File: config.mk
export PLATFORM = sky130hd
export DESIGN_NAME = jvm_bytecode_fetch
export DESIGN_NICKNAME = d
export VERILOG_FILES = /design/src/rtl/jvm_fetch_pkg.sv /design/src/rtl/jvm_bytecode_fetch_queue.sv /design/src/rtl/jvm_bytecode_fetch.sv
export SDC_FILE = /design/constraint.sdc
export NUM_CORES = 1
export LEC_CHECK = 0
export CAP_MARGIN = 25
export CORE_AREA = 2 2 84 126
export DETAILED_ROUTE_END_ITERATION = 8
export DIE_AREA = 0 0 86 128
export HOLD_SLACK_MARGIN = 0.08
export MAX_ROUTING_LAYER = met4
export SLEW_MARGIN = 20
export SYNTH_ARGS = -nofsm -noshare
export SYNTH_HDL_FRONTEND = slang
export SYNTH_SLANG_ARGS = --single-unit
File: constraint.sdc
create_clock -name clk -period 4.05 [get_ports clk]
set_input_delay 0.81 -clock clk [delete_from_list [all_inputs] [get_ports clk]]
set_output_delay 0.81 -clock clk [all_outputs]
set_load 0.02 [all_outputs]
File: src/rtl/jvm_fetch_pkg.sv
// Shared definitions for the JVM bytecode prefetch stage: fetch FSM
// encoding, decoder window size and consume-port width.
package jvm_fetch_pkg;

    // Fetch handshake states. ISSUED exists because the memory only drops
    // ready the cycle after it samples start, so ready is not meaningful there.
    typedef enum logic [1:0] {
        ST_IDLE   = 2'd0,
        ST_ISSUED = 2'd1,
        ST_WAIT   = 2'd2
    } fetch_state_e;

    // Bytes presented to the decoder: opcode plus two operand bytes.
    localparam int WIN_BYTES = 3;
    localparam int WIN_W     = WIN_BYTES * 8;

    // Width of the consume request (0..3 bytes per cycle).
    localparam int CONSUME_W = 2;

    // Number of bytes actually removed: the request, limited to what is held.
    function automatic logic [CONSUME_W-1:0] clamp_pop(
        input logic [CONSUME_W-1:0] req,
        input int unsigned          avail
    );
        logic [CONSUME_W-1:0] n;
        if (32'(req) > avail) begin
            n = CONSUME_W'(avail);
        end else begin
            n = req;
        end
        return n;
    endfunction

endpackage

File: src/rtl/jvm_bytecode_fetch_queue.sv
// Circular byte buffer between the memory handshake and the decoder.
// One byte may enter per cycle; 0..3 bytes may leave per cycle; a flush
// empties it. The head three bytes are presented as a little-endian window,
// with positions beyond the fill level forced to zero.
module fetch_byte_queue
    import jvm_fetch_pkg::*;
#(
    parameter  int DEPTH = 4,
    localparam int PTR_W = $clog2(DEPTH),
    localparam int CNT_W = PTR_W + 1
) (
    input  logic                 clk,
    input  logic                 reset,
    input  logic                 flush,
    input  logic                 push,
    input  logic [7:0]           push_data,
    input  logic [CONSUME_W-1:0] pop_n,
    output logic [CNT_W-1:0]     count,
    output logic [WIN_W-1:0]     window
);

    logic [7:0]       store_q [DEPTH];
    logic [PTR_W-1:0] rd_ptr_q;
    logic [PTR_W-1:0] wr_ptr_q;
    logic [CNT_W-1:0] count_q;

    // Pointer and fill-level bookkeeping; a flush discards everything held.
    always_ff @(posedge clk) begin
        if (reset || flush) begin
            rd_ptr_q <= '0;
            wr_ptr_q <= '0;
            count_q  <= '0;
        end else begin
            if (push) begin
                wr_ptr_q <= wr_ptr_q + PTR_W'(1);
            end else begin
                wr_ptr_q <= wr_ptr_q;
            end
            rd_ptr_q <= rd_ptr_q + PTR_W'(pop_n);
            count_q  <= count_q + CNT_W'(push) - CNT_W'(pop_n);
        end
    end

    // Byte storage; cleared on reset so stale data never reaches the window.
    always_ff @(posedge clk) begin
        if (reset) begin
            for (int i = 0; i < DEPTH; i++) begin
                store_q[i] <= 8'h00;
            end
        end else if (push && !flush) begin
            store_q[wr_ptr_q] <= push_data;
        end else begin
            store_q[wr_ptr_q] <= store_q[wr_ptr_q];
        end
    end

    // Head window: byte i is valid only while i is below the fill level.
    always_comb begin
        logic [PTR_W-1:0] idx;
        window = '0;
        idx    = '0;
        for (int i = 0; i < WIN_BYTES; i++) begin
            idx = rd_ptr_q + PTR_W'(i);
            if (CNT_W'(i) < count_q) begin
                window[i*8 +: 8] = store_q[idx];
            end else begin
                window[i*8 +: 8] = 8'h00;
            end
        end
    end

    assign count = count_q;

endmodule

File: src/rtl/jvm_bytecode_fetch.sv
// Bytecode prefetch stage. Walks fetch_pc through a byte-wide memory one
// request at a time, buffers the returned bytes and hands the decoder a
// 3-byte window with the PC of its first byte. A redirect flushes the buffer
// and, if a request is in flight, marks its response to be dropped.
module jvm_bytecode_fetch
    import jvm_fetch_pkg::*;
#(
    parameter int                       ADDRESS_WIDTH = 8,
    parameter int                       DEPTH         = 4,
    parameter logic [ADDRESS_WIDTH-1:0] RESET_PC      = '0
) (
    input  logic                     clk,
    input  logic                     reset,
    output logic                     mem_start,
    output logic [ADDRESS_WIDTH-1:0] mem_address,
    input  logic                     mem_ready,
    input  logic [7:0]               mem_data,
    input  logic                     redirect_valid,
    input  logic [ADDRESS_WIDTH-1:0] redirect_pc,
    input  logic [CONSUME_W-1:0]     consume,
    output logic [WIN_W-1:0]         win_bytes,
    output logic [$clog2(DEPTH):0]   q_count,
    output logic [ADDRESS_WIDTH-1:0] pc_out,
    output logic                     err
);

    localparam int CNT_W = $clog2(DEPTH) + 1;

    fetch_state_e             state_q;
    logic [ADDRESS_WIDTH-1:0] fetch_pc_q;
    logic [ADDRESS_WIDTH-1:0] pc_out_q;
    logic [ADDRESS_WIDTH-1:0] mem_address_q;
    logic                     mem_start_q;
    logic                     discard_q;
    logic                     err_q;

    logic                     push_s;
    logic [CONSUME_W-1:0]     pop_n_s;
    logic                     over_s;
    logic [CNT_W-1:0]         count_s;

    // Per-cycle queue actions; a redirect suppresses both push and pop.
    always_comb begin
        push_s  = 1'b0;
        pop_n_s = '0;
        over_s  = 1'b0;
        if (redirect_valid) begin
            push_s  = 1'b0;
            pop_n_s = '0;
            over_s  = 1'b0;
        end else begin
            push_s  = (state_q == ST_WAIT) && mem_ready && !discard_q;
            pop_n_s = clamp_pop(consume, 32'(count_s));
            over_s  = (32'(consume) > 32'(count_s));
        end
    end

    fetch_byte_queue #(
        .DEPTH (DEPTH)
    ) u_queue (
        .clk       (clk),
        .reset     (reset),
        .flush     (redirect_valid),
        .push      (push_s),
        .push_data (mem_data),
        .pop_n     (pop_n_s),
        .count     (count_s),
        .window    (win_bytes)
    );

    // Fetch FSM with its registered handshake outputs, PCs, discard and err.
    always_ff @(posedge clk) begin
        if (reset) begin
            state_q       <= ST_IDLE;
            fetch_pc_q    <= RESET_PC;
            pc_out_q      <= RESET_PC;
            mem_start_q   <= 1'b0;
            mem_address_q <= '0;
            discard_q     <= 1'b0;
            err_q         <= 1'b0;
        end else begin
            mem_start_q <= 1'b0;

            if (over_s) begin
                err_q <= 1'b1;
            end else begin
                err_q <= err_q;
            end

            if (redirect_valid) begin
                pc_out_q <= redirect_pc;
            end else begin
                pc_out_q <= pc_out_q + ADDRESS_WIDTH'(pop_n_s);
            end

            case (state_q)
                ST_IDLE: begin
                    // Leaving IDLE needs ready high, which also guarantees a
                    // response left over from before a reset has drained.
                    if (redirect_valid) begin
                        fetch_pc_q <= redirect_pc;
                    end else if (mem_ready && (count_s < CNT_W'(DEPTH))) begin
                        mem_start_q   <= 1'b1;
                        mem_address_q <= fetch_pc_q;
                        state_q       <= ST_ISSUED;
                    end else begin
                        state_q <= ST_IDLE;
                    end
                end
                ST_ISSUED: begin
                    state_q <= ST_WAIT;
                    if (redirect_valid) begin
                        fetch_pc_q <= redirect_pc;
                        discard_q  <= 1'b1;
                    end else begin
                        discard_q <= discard_q;
                    end
                end
                ST_WAIT: begin
                    if (mem_ready) begin
                        // The response is consumed here whatever happens; a
                        // redirect arriving with it drops it outright, so no
                        // discard needs to carry over to the next request.
                        state_q   <= ST_IDLE;
                        discard_q <= 1'b0;
                        if (redirect_valid) begin
                            fetch_pc_q <= redirect_pc;
                        end else if (!discard_q) begin
                            fetch_pc_q <= fetch_pc_q + ADDRESS_WIDTH'(1);
                        end else begin
                            fetch_pc_q <= fetch_pc_q;
                        end
                    end else if (redirect_valid) begin
                        fetch_pc_q <= redirect_pc;
                        discard_q  <= 1'b1;
                    end else begin
                        state_q <= ST_WAIT;
                    end
                end
                default: begin
                    state_q <= ST_IDLE;
                end
            endcase
        end
    end

    assign mem_start   = mem_start_q;
    assign mem_address = mem_address_q;
    assign q_count     = count_s;
    assign pc_out      = pc_out_q;
    assign err         = err_q;

endmodule

# After elaboration in Yosys (flattened, before gate mapping)
# Memories as Yosys holds them, arrays and structs flattened. A register that Yosys moved wholly into a read port is not among the register bits.
# Index checks and enable logic that the tools add are counted.
# W data, S select, Z words.
# totals
regBits,36
ramBits,32
in_bits,22
output_inout_bits,45
n_memories,1
# mem_list
memory,words,width,read_ports,rd_ports_with_merged_regs,wr,line,source
u_queue.store_q,4,8,3,1,4,jvm_bytecode_fetch_queue.sv:22,logic [7:0] store_q [DEPTH];
# op_classes
add_sub_neg,8
n_lt_le_gt_ge,5
eq_ne,6
mux,35
bitwise_logic,3
n_reduce_logical,17
# ops
op,n
$mux W8,10
$pmux W8 S2,1
$mux W1,15
$mux W2,7
$add A8 B1 Y8 const B,1
$add A8 B2 Y8,1
$reduce_or A8 Y1,1
$lt A1 B3 Y1 const A,2
$pmux W2 S3,1
$reduce_and A2 Y1,3
$add A2 B1 Y2 const B,2
$logic_and A1 B1 Y1,4
$ne A4 B4 Y1 const B,1
$reduce_bool A2 Y1,2
$add A3 B1 Y3,1
$gt A2 B3 Y1,1
$lt A2 B3 Y1 const A,1
$lt A3 B3 Y1 const B,1
$ne A3 B3 Y1 const B,1
$reduce_and A3 Y1,1
$reduce_or A3 Y1,1
$sub A3 B2 Y3,1
$add A2 B2 Y2,1
$add A2 B2 Y2 const B,1
other kinds (11),13

# Longest topological paths before layout
# Gate-level depths: netlist of run 1.
# logic_depth
ltp_word,12
ltp_mapped,14

# By module
# A second synthesis of run 1 with hierarchy kept.
# unflattened
hier_cells,373
hier_area_um2,3998.8
# by_module_without_submodules
module,instances,cells_per_inst,area_each_um2
fetch_byte_queue,1,178,2419.8
jvm_bytecode_fetch,1,195,1579.0

# Worst setup path before layout of run 1
# No wires, ideal clock.
# synth_timing
kind,input port to flip-flop
startpoint,input consume[1]
endpoint,"register u_queue.count_q[2], in the netlist u_queue.count[2]"
t_arrival_ps,3108
t_required_ps,3935
path_slack_ps,827
stages,11
n_path_buf,0
cell_sequence,ha_1 -> nor2b_1 -> o21ai_0 -> mux2i_1 -> or2_2 -> ha_1 -> inv_1 -> fa_1 -> xor2_1 -> xnor2_1 -> nor2_1
# synth_between
elab_chain_len,4
# synth_rtl
element,line,source
start: declaration,jvm_bytecode_fetch.sv:20,"input logic [CONSUME_W-1:0] consume,"
$gt A2 B3 Y1,jvm_fetch_pkg.sv:26,if (32'(req) > avail) begin
$mux W2 *,jvm_fetch_pkg.sv:26,
$mux W2 *,jvm_bytecode_fetch.sv:47,if (redirect_valid) begin
$sub A3 B2 Y3 *,jvm_bytecode_fetch_queue.sv:40,count_q <= count_q + CNT_W'(push) - CNT_W'(pop_n);
end signal: assignment,jvm_bytecode_fetch_queue.sv:40,
end: declaration,jvm_bytecode_fetch_queue.sv:25,logic [CNT_W-1:0] count_q;
# Mark *: on every way between the ends. The rest lies on a longest branch, timed or not.
# A chain may end at the register's enable or synchronous reset.

# Worst setup path after layout of run 1
# layout_timing
startpoint,input consume[1]
endpoint,"register pc_out_q[6], in the netlist pc_out[6]"
# layout_between
elab_chain_len,5
# layout_rtl
element,line,source
$gt A2 B3 Y1,jvm_fetch_pkg.sv:26,
$mux W2 *,jvm_fetch_pkg.sv:26,
$mux W2 *,jvm_bytecode_fetch.sv:47,
$add A8 B2 Y8 *,jvm_bytecode_fetch.sv:93,pc_out_q <= pc_out_q + ADDRESS_WIDTH'(pop_n_s);
$mux W8 *,jvm_bytecode_fetch.sv:90,if (redirect_valid) begin
end signal: assignment,jvm_bytecode_fetch.sv:91,pc_out_q <= redirect_pc;
end signal: assignment,jvm_bytecode_fetch.sv:93,
end: declaration,jvm_bytecode_fetch.sv:31,logic [ADDRESS_WIDTH-1:0] pc_out_q;
# Marked as above.

==> results of run 1 <==
[power by group through the flow]
| stage | logic [mW] | registers (mW) | clock network [mW] |
|---|---|---|---|
| floorplan | 0.237 | 0.816 | 0 |
| global placement | 0.387 | 0.812 | 0 |
| detailed placement | 0.394 | 0.813 | 0 |
| CTS | 0.396 | 0.799 | 0.829 |
| global route | 0.428 | 0.805 | 0.866 |
| finish | 0.389 | 0.799 | 0.814 |
[layer usage]
layer	GRT usage [%]	part of all wire [%]
met4	7.38	2.0
met2	31.5	56
met1	17.9	39
met3	3.73	3.5
met5	-	0
[layout by cell type, fill, tap and decap left out, types with 6 or more instances in the layout]
master and n:
sky130_fd_sc_hd__a21oi_1 20, sky130_fd_sc_hd__ha_1 13, sky130_fd_sc_hd__clkbuf_16 9, sky130_fd_sc_hd__edfxtp_1 32
sky130_fd_sc_hd__and2_1 35, sky130_fd_sc_hd__a211oi_1 9, sky130_fd_sc_hd__nor2_1 27, sky130_fd_sc_hd__nor2b_1 27
sky130_fd_sc_hd__inv_1 13, sky130_fd_sc_hd__dfxtp_1 36, sky130_fd_sc_hd__clkdlybuf4s50_1 66, sky130_fd_sc_hd__mux4_2 24
sky130_fd_sc_hd__nand2_1 32, sky130_fd_sc_hd__o21ai_0 7, sky130_fd_sc_hd__buf_4 9, sky130_fd_sc_hd__xnor2_1 6
[state kept, by name, summed over array words and instances, names as in the netlist]
name              cells
pc_out                8
mem_address           8
u_queue.rd_ptr_q      2
discard_q             1
err                   1
mem_start             1
u_queue.store_q      32
u_queue.wr_ptr_q      2
fetch_pc_q            8
state_q               2
u_queue.count         3
[final cells by class]
cell class | count | area share, %
clock inverter | 5 | 1.54
tap | 117 | 2.95
multi-input combinational | 257 | 41.2
timing repair buffer | 75 | 14.7
clock buffer | 11 | 4.69
sequential | 68 | 33.9
inverter | 13 | 0.984
[cells by family after synthesis]
| group | synth area share, % |
|---|---|
| multiplexers | 15.2 |
| AO/OA/AOI/OAI | 8.93 |
| buffers and inverters | 3.96 |
| AND/OR/NAND/NOR | 21.1 |
| adder cells (fa/ha/maj) | 5.22 |
| flip-flops | 43.3 |
| XOR/XNOR | 2.26 |
[worst max-delay path by stage]
| stage | end | startpoint | slack, ns |
|---|---|---|---|
| floorplan | u_queue.count[2]$_SDFF_PP0_ | consume[1] | 0.83 |
| global placement | u_queue.count[2]$_SDFF_PP0_ | consume[1] | 0.34 |
| detailed placement | pc_out[6]$_SDFF_PP0_ | consume[1] | 0.18 |
| CTS | pc_out[6]$_SDFF_PP0_ | consume[1] | 0.53 |
| global route | pc_out[6]$_SDFF_PP0_ | consume[1] | 0.23 |
| finish | pc_out[6]$_SDFF_PP0_ | consume[1] | 0.50 |
[tightest hold or removal path: stages, from the launching register on]
cell	delay, ns
sky130_fd_sc_hd__dfxtp_1	0.30
sky130_fd_sc_hd__nand2_1	0.05
sky130_fd_sc_hd__a21oi_1	0.05
==> summary.log, run 1 <==
INFO  global_route   first_pass_grt_wire_length=14.5mm
INFO  timing         final_max_slew_viol_count=0
INFO  power          cell_internal_pwr=1.49mW
INFO  finish         nNetsFinal=461
INFO  global_route   gr-usage-all-layers=17.4%
INFO  floorplan      fp.dieArea=11,000um2
INFO  clock_tree     clock_latency=0.33ns
INFO  synth          yosys.area.top_type_share=24.8%
INFO  floorplan      core=9970um2
INFO  synth          ys_top_cells_by_count=36 x sky130_fd_sc_hd__dfxtp_1, 35 x sky130_fd_sc_hd__and2_1, 32 x sky130_fd_sc_hd__edfxtp_1, 32 x sky130_fd_sc_hd__nand2_1
INFO  synth          synth_flop_cell=sky130_fd_sc_hd__dfxtp_1
INFO  timing         final.setup.worst_slack=0.501ns
INFO  flow_run       drv.max_cap_violation_count=0
INFO  power          static-leakage-power=1.79nW
INFO  timing         final-setup-viol-count=0
INFO  power          worst_ir_drop_vdd=0.214mV
INFO  floorplan      die_w=86um
INFO  placement      place.gp.congestion=0.858
INFO  clock_tree     numCtsBuffers=9
INFO  finish         multi_input_area=2050um2
INFO  routing        vias_per_cell=5.31
INFO  placement      place_area=4650um2
INFO  timing         fin_skew=0.00464ns
INFO  floorplan      io-pin-count=67
INFO  timing         setup_repair_after_global_routing_missed_its_margin=false
INFO  placement      io_buffer_count=66
INFO  power          comb_power_share=19.4%
INFO  clock_tree     tritoncts=built
INFO  timing         max-slew-margin-rel=51.9%
INFO  global_route   grt_pass1_vias=2,958
INFO  placement      post-place-ws=0.177ns
INFO  worst_setup_path worstPathCellList=clkdlybuf4s50_1 -> ha_1 -> nor2b_1 -> o21ai_0 -> mux2i_1 -> nor2_1 -> ha_1 -> inv_1 -> fa_1 -> nand3b_1 -> nor2_1 -> xnor2_1 -> a211oi_1
INFO  floorplan      die_height=128um
INFO  worst_setup_path critical_path.startpoint_type=input pin
INFO  power          switching_pwr=516uW
INFO  power          fraction_of_power_consumed_by_the_clock_network=40.7%
INFO  synth          yosysTopAreaCell=sky130_fd_sc_hd__edfxtp_1
INFO  worst_setup_path ff2ff_setup_slack=0.86ns
INFO  finish         fin_cells=546
INFO  routing        detail_route.iter0.violations=153
INFO  worst_hold_path min-delay-start=mem_address[5]$_SDFFE_PP0P_
INFO  worst_setup_path worst-setup-path-type=in2reg
INFO  power          power.switching_fraction=25.8%
INFO  clock_tree     clkSinkCount=68
INFO  clock_tree     clock_tree.root_cell=sky130_fd_sc_hd__clkbuf_16
INFO  finish         final_util=49.8%
INFO  clock_tree     cts_buffer_depth=2
INFO  worst_hold_path timing.hold.worst.class=reg2reg
INFO  finish         finalInstanceArea=4960um2
INFO  timing         final_worst_path_period_need=3.55ns
INFO  finish         antenna_cells=0
INFO  worst_setup_path timing.critical_path.required=4.29ns
INFO  floorplan      start_util=38.9%
INFO  synth          synthCells=356
INFO  routing        postRouteAntennaNets=0
INFO  timing         timing_worst_slew_pin_value=0.722ns
INFO  synth          syn-num-nets=393
INFO  timing         timing.final.hold_violations=0
INFO  worst_setup_path r2r_end=pc_out[6]$_SDFF_PP0_
INFO  clock_tree     post_cts_resized=0
INFO  global_route   pin_count_of_the_biggest_net_entering_global_routing=31
INFO  worst_setup_path path_depth=13
INFO  placement      hpwlAfterDp=6.63mm
INFO  worst_setup_path crit_buf_inv=2
INFO  power          totalPowerFinal=2.00mW
INFO  synth          synth.yosys.seq_area_share=43.3%
INFO  worst_setup_path critical-path-top-delay-family=adder cells
INFO  finish         final.fill_count=928
INFO  timing         fmax=282MHz
INFO  worst_setup_path worst_setup_path_end_kind=flop
INFO  worst_setup_path timing.critical_path.slowest_cell_delay=0.43ns
INFO  timing         timing.hold.ws=0.454ns
INFO  synth          netlist_area=3880um2
INFO  synth          synthesis.area_per_instance=10.9um2
INFO  power          power-per-cell-area=404nW/um2
INFO  worst_setup_path reg2reg_from=u_queue.count[1]$_SDFF_PP0_
INFO  synth          synth_cell_type_count=47
INFO  synth          ys.warnings.count=0
INFO  worst_setup_path critical_path.slowest_cell=sky130_fd_sc_hd__clkdlybuf4s50_1
INFO  timing         fin_setup_tns=0ns
INFO  synth          synth.area.top_cells=sky130_fd_sc_hd__edfxtp_1 25%, sky130_fd_sc_hd__dfxtp_1 19%, sky130_fd_sc_hd__mux4_2 14%, sky130_fd_sc_hd__and2_1 5.6%, sky130_fd_sc_hd__nor2b_1 4.4%
INFO  worst_setup_path timing.critical_path.fanout_max=3
INFO  synth          synth.most_common_cell=sky130_fd_sc_hd__dfxtp_1
INFO  routing        drc_errors=0
INFO  global_route   gr-total-overflow=0
INFO  routing        drt_wl_total=8.71mm
INFO  routing        drt_first_pass_iters=4
INFO  timing         final_min_period_over_clock_period=87.6%
INFO  worst_hold_path hold_worst_path_end=mem_address[5]$_SDFFE_PP0P_
INFO  synth          synth_edf_count=32
INFO  status         outcome=finished clean
INFO  clock_tree     postCtsHoldBufs=0
INFO  worst_setup_path worstPathArrival=3.79ns
INFO  floorplan      fp-row-count=45
INFO  finish         drive_above_1_share=13.1%
INFO  placement      placed_cells_incl_taps=530
INFO  synth          ys_seq_elements=68
INFO  power          share_seq_of_total_power=39.9%
INFO  worst_setup_path timing.reg2reg.worst_path_depth=13
INFO  worst_hold_path worstHoldPathCells=2
INFO  clock_tree     cts.reportedPaths.clkPinSlew=0.05ns
INFO  routing        dr_wl_cell=16.0um
INFO  routing        detailroute.via_count=2,899
INFO  synth          ys_async_rst_share=0%
INFO  clock_tree     cts_setup_buffers=0
INFO  finish         areaGrowthSynthToFinish=27.8%
INFO  finish         final-seq-area=1680um2
INFO  global_route   antenna_found_initial=0
INFO  clock_tree     htree_num_levels=3
No activity file was read; power rests on OpenSTA's default activity.
==> run 2: changes to the inputs <==
CTS_BUF_LIST = sky130_fd_sc_hd__clkbuf_8 sky130_fd_sc_hd__clkbuf_16   (was not set)
==> run 2 against run 1 <==
Cell area stayed put. Combinational power about the same. Register-to-register slack better by 0.02 ns. Largest cell class unchanged. Final cell count did not move. Via count about the same.
==> summary.log, run 2 (synthesis gave the netlist of run 1 again) <==
INFO  status         outcome=finished clean
INFO  placement      place.gp.congestion=0.858
INFO  clock_tree     cts.reportedPaths.clkPinSlew=0.05ns
INFO  global_route   pin_count_of_the_biggest_net_entering_global_routing=31
INFO  timing         fin_skew=0.00499ns
INFO  placement      post-place-ws=0.177ns
INFO  timing         fin_setup_tns=0ns
INFO  timing         final_worst_path_period_need=3.53ns
INFO  floorplan      core=9970um2
INFO  finish         final_common_cell=sky130_fd_sc_hd__clkdlybuf4s50_1
INFO  worst_setup_path worst_setup_path_end_kind=flop
INFO  timing         timing.final.hold_violations=0
INFO  global_route   grt_pass1_vias=2,958
INFO  placement      io_buffer_count=66
INFO  floorplan      die_w=86um
INFO  placement      place_area=4650um2
INFO  clock_tree     clock_latency=0.33ns
INFO  finish         antenna_cells=0
INFO  finish         registers.top_by_ff_count=u_queue.store_q
INFO  floorplan      fp.dieArea=11,000um2
INFO  power          worst_ir_drop_vdd=0.214mV
INFO  finish         mostFrequentLayoutCells=66 x sky130_fd_sc_hd__clkdlybuf4s50_1, 36 x sky130_fd_sc_hd__dfxtp_1, 35 x sky130_fd_sc_hd__and2_1, 32 x sky130_fd_sc_hd__nand2_1, 32 x sky130_fd_sc_hd__edfxtp_1
INFO  clock_tree     htree_num_levels=3
INFO  routing        vias_per_cell=5.31
INFO  routing        postRouteAntennaNets=0
INFO  routing        drt_wl_total=8.73mm
INFO  global_route   gr-total-overflow=0
INFO  global_route   antenna_found_initial=0
INFO  worst_setup_path worstPathArrival=3.77ns
INFO  global_route   gr-usage-all-layers=17.4%
INFO  clock_tree     numCtsBuffers=9
INFO  routing        detail_route.iter0.violations=153
INFO  routing        drt_first_pass_iters=7
INFO  timing         final.setup.worst_slack=0.521ns
INFO  finish         areaGrowthSynthToFinish=27.8%
INFO  finish         final.fill_count=928
INFO  clock_tree     post_cts_resized=0
INFO  finish         finalInstanceArea=4960um2
INFO  floorplan      fp-row-count=45
INFO  clock_tree     cts_buffer_depth=2
INFO  timing         final_min_period_over_clock_period=87.1%
INFO  routing        dr_wl_cell=16.0um
INFO  clock_tree     clock_tree.root_cell=sky130_fd_sc_hd__clkbuf_16
INFO  timing         final-setup-viol-count=0
INFO  worst_setup_path critical_path.startpoint_type=input pin
INFO  routing        detailroute.via_count=2,900
INFO  timing         max-slew-margin-rel=51.9%
INFO  routing        drc_errors=0
INFO  floorplan      die_height=128um
INFO  finish         nNetsFinal=461
INFO  worst_setup_path timing.critical_path.fanout_max=3
INFO  worst_hold_path timing.hold.worst.class=reg2reg
INFO  finish         fin_cells=546
INFO  placement      placed_cells_incl_taps=530
INFO  finish         drive_above_1_share=13.1%
INFO  worst_setup_path timing.critical_path.required=4.30ns
INFO  placement      hpwlAfterDp=6.63mm
INFO  worst_setup_path worst-setup-path-type=in2reg
INFO  clock_tree     cts_setup_buffers=0
INFO  clock_tree     postCtsHoldBufs=0
INFO  global_route   first_pass_grt_wire_length=14.5mm
INFO  timing         timing_worst_slew_pin_value=0.722ns
INFO  timing         setup_repair_after_global_routing_missed_its_margin=false
INFO  power          power-per-cell-area=403nW/um2
INFO  power          static-leakage-power=1.80nW
INFO  timing         fmax=283MHz
INFO  clock_tree     tritoncts=built
INFO  timing         final_max_slew_viol_count=0
INFO  finish         largest_reg_flops=32
INFO  flow_run       drv.max_cap_violation_count=0
INFO  floorplan      io-pin-count=67
INFO  clock_tree     clkSinkCount=68
INFO  floorplan      start_util=38.9%
## run 2: cell types whose count changed in the layout (fill, tap and decap cells not counted), sizes merged
cell	delta
clkbuf	-2
inv	+2
## run 2: final cells by class
cell class                 instances  area, um2  area share [%]
inverter                          13       48.8           0.984
clock inverter                     7       83.8            1.69
tap                              117        146            2.95
timing repair buffer              75        728            14.7
multi-input combinational        257       2050            41.2
clock buffer                       9        225            4.54
sequential                        68       1680            33.9
## run 2: report_power, final
| group | internal (mW) | switching (mW) |
|---|---|---|
| clock network | 0.531 | 0.279 |
| registers | 0.758 | 0.0407 |
| logic | 0.193 | 0.196 |
| total | 1.48 | 0.516 |
## run 2: worst paths after layout
path	startpoint	endpoint	slack, ns	depth (start not counted)
setup / recovery	consume[1]	pc_out[6]$_SDFF_PP0_	0.52	13
hold / removal	mem_address[5]$_SDFFE_PP0P_	mem_address[5]$_SDFFE_PP0P_	0.45	2
setup reg to reg	u_queue.count[1]$_SDFF_PP0_	pc_out[6]$_SDFF_PP0_	0.88	13
hold reg to reg	mem_address[5]$_SDFFE_PP0P_	mem_address[5]$_SDFFE_PP0P_	0.45	2
## run 2: critical path, cell delays in order
cell	delay [ns]
sky130_fd_sc_hd__clkdlybuf4s50_1	0.43
sky130_fd_sc_hd__ha_1	0.32
sky130_fd_sc_hd__nor2b_1	0.14
sky130_fd_sc_hd__o21ai_0	0.39
sky130_fd_sc_hd__mux2i_1	0.14
sky130_fd_sc_hd__nor2_1	0.21
sky130_fd_sc_hd__ha_1	0.21
sky130_fd_sc_hd__inv_1	0.05
sky130_fd_sc_hd__fa_1	0.40
sky130_fd_sc_hd__nand3b_1	0.21
sky130_fd_sc_hd__nor2_1	0.16
sky130_fd_sc_hd__xnor2_1	0.09
sky130_fd_sc_hd__a211oi_1	0.22
## run 2: per-layer routing
| metal | wire [um] | global-route usage [%] | share of wire [%] | vias to the layer above |
|---|---|---|---|---|
| met4 | 180 | 7.38 | 2.1 | 0 |
| met1 | 3390 | 17.9 | 39 | 1399 |
| met3 | 293 | 3.73 | 3.4 | 12 |
| li1 | - | - | - | 1412 |
| met5 | 0 | - | 0 | - |
| met2 | 4870 | 31.5 | 56 | 77 |
## run 2: metrics by stage
| step | utilization, % | total power [mW] | hold WS (ns) |
|---|---|---|---|
| 5_1_grt | 49.8 | 2.09 | 0.470 |
| 6_report | 49.8 | 2.00 | 0.454 |
| 2_1_floorplan | - | 1.05 | 0.445 |
| 3_5_place_dp | 46.7 | 1.21 | 0.450 |
| 4_1_cts | 49.8 | 2.02 | 0.454 |
| 3_3_place_gp | 46.7 | 1.20 | 0.449 |
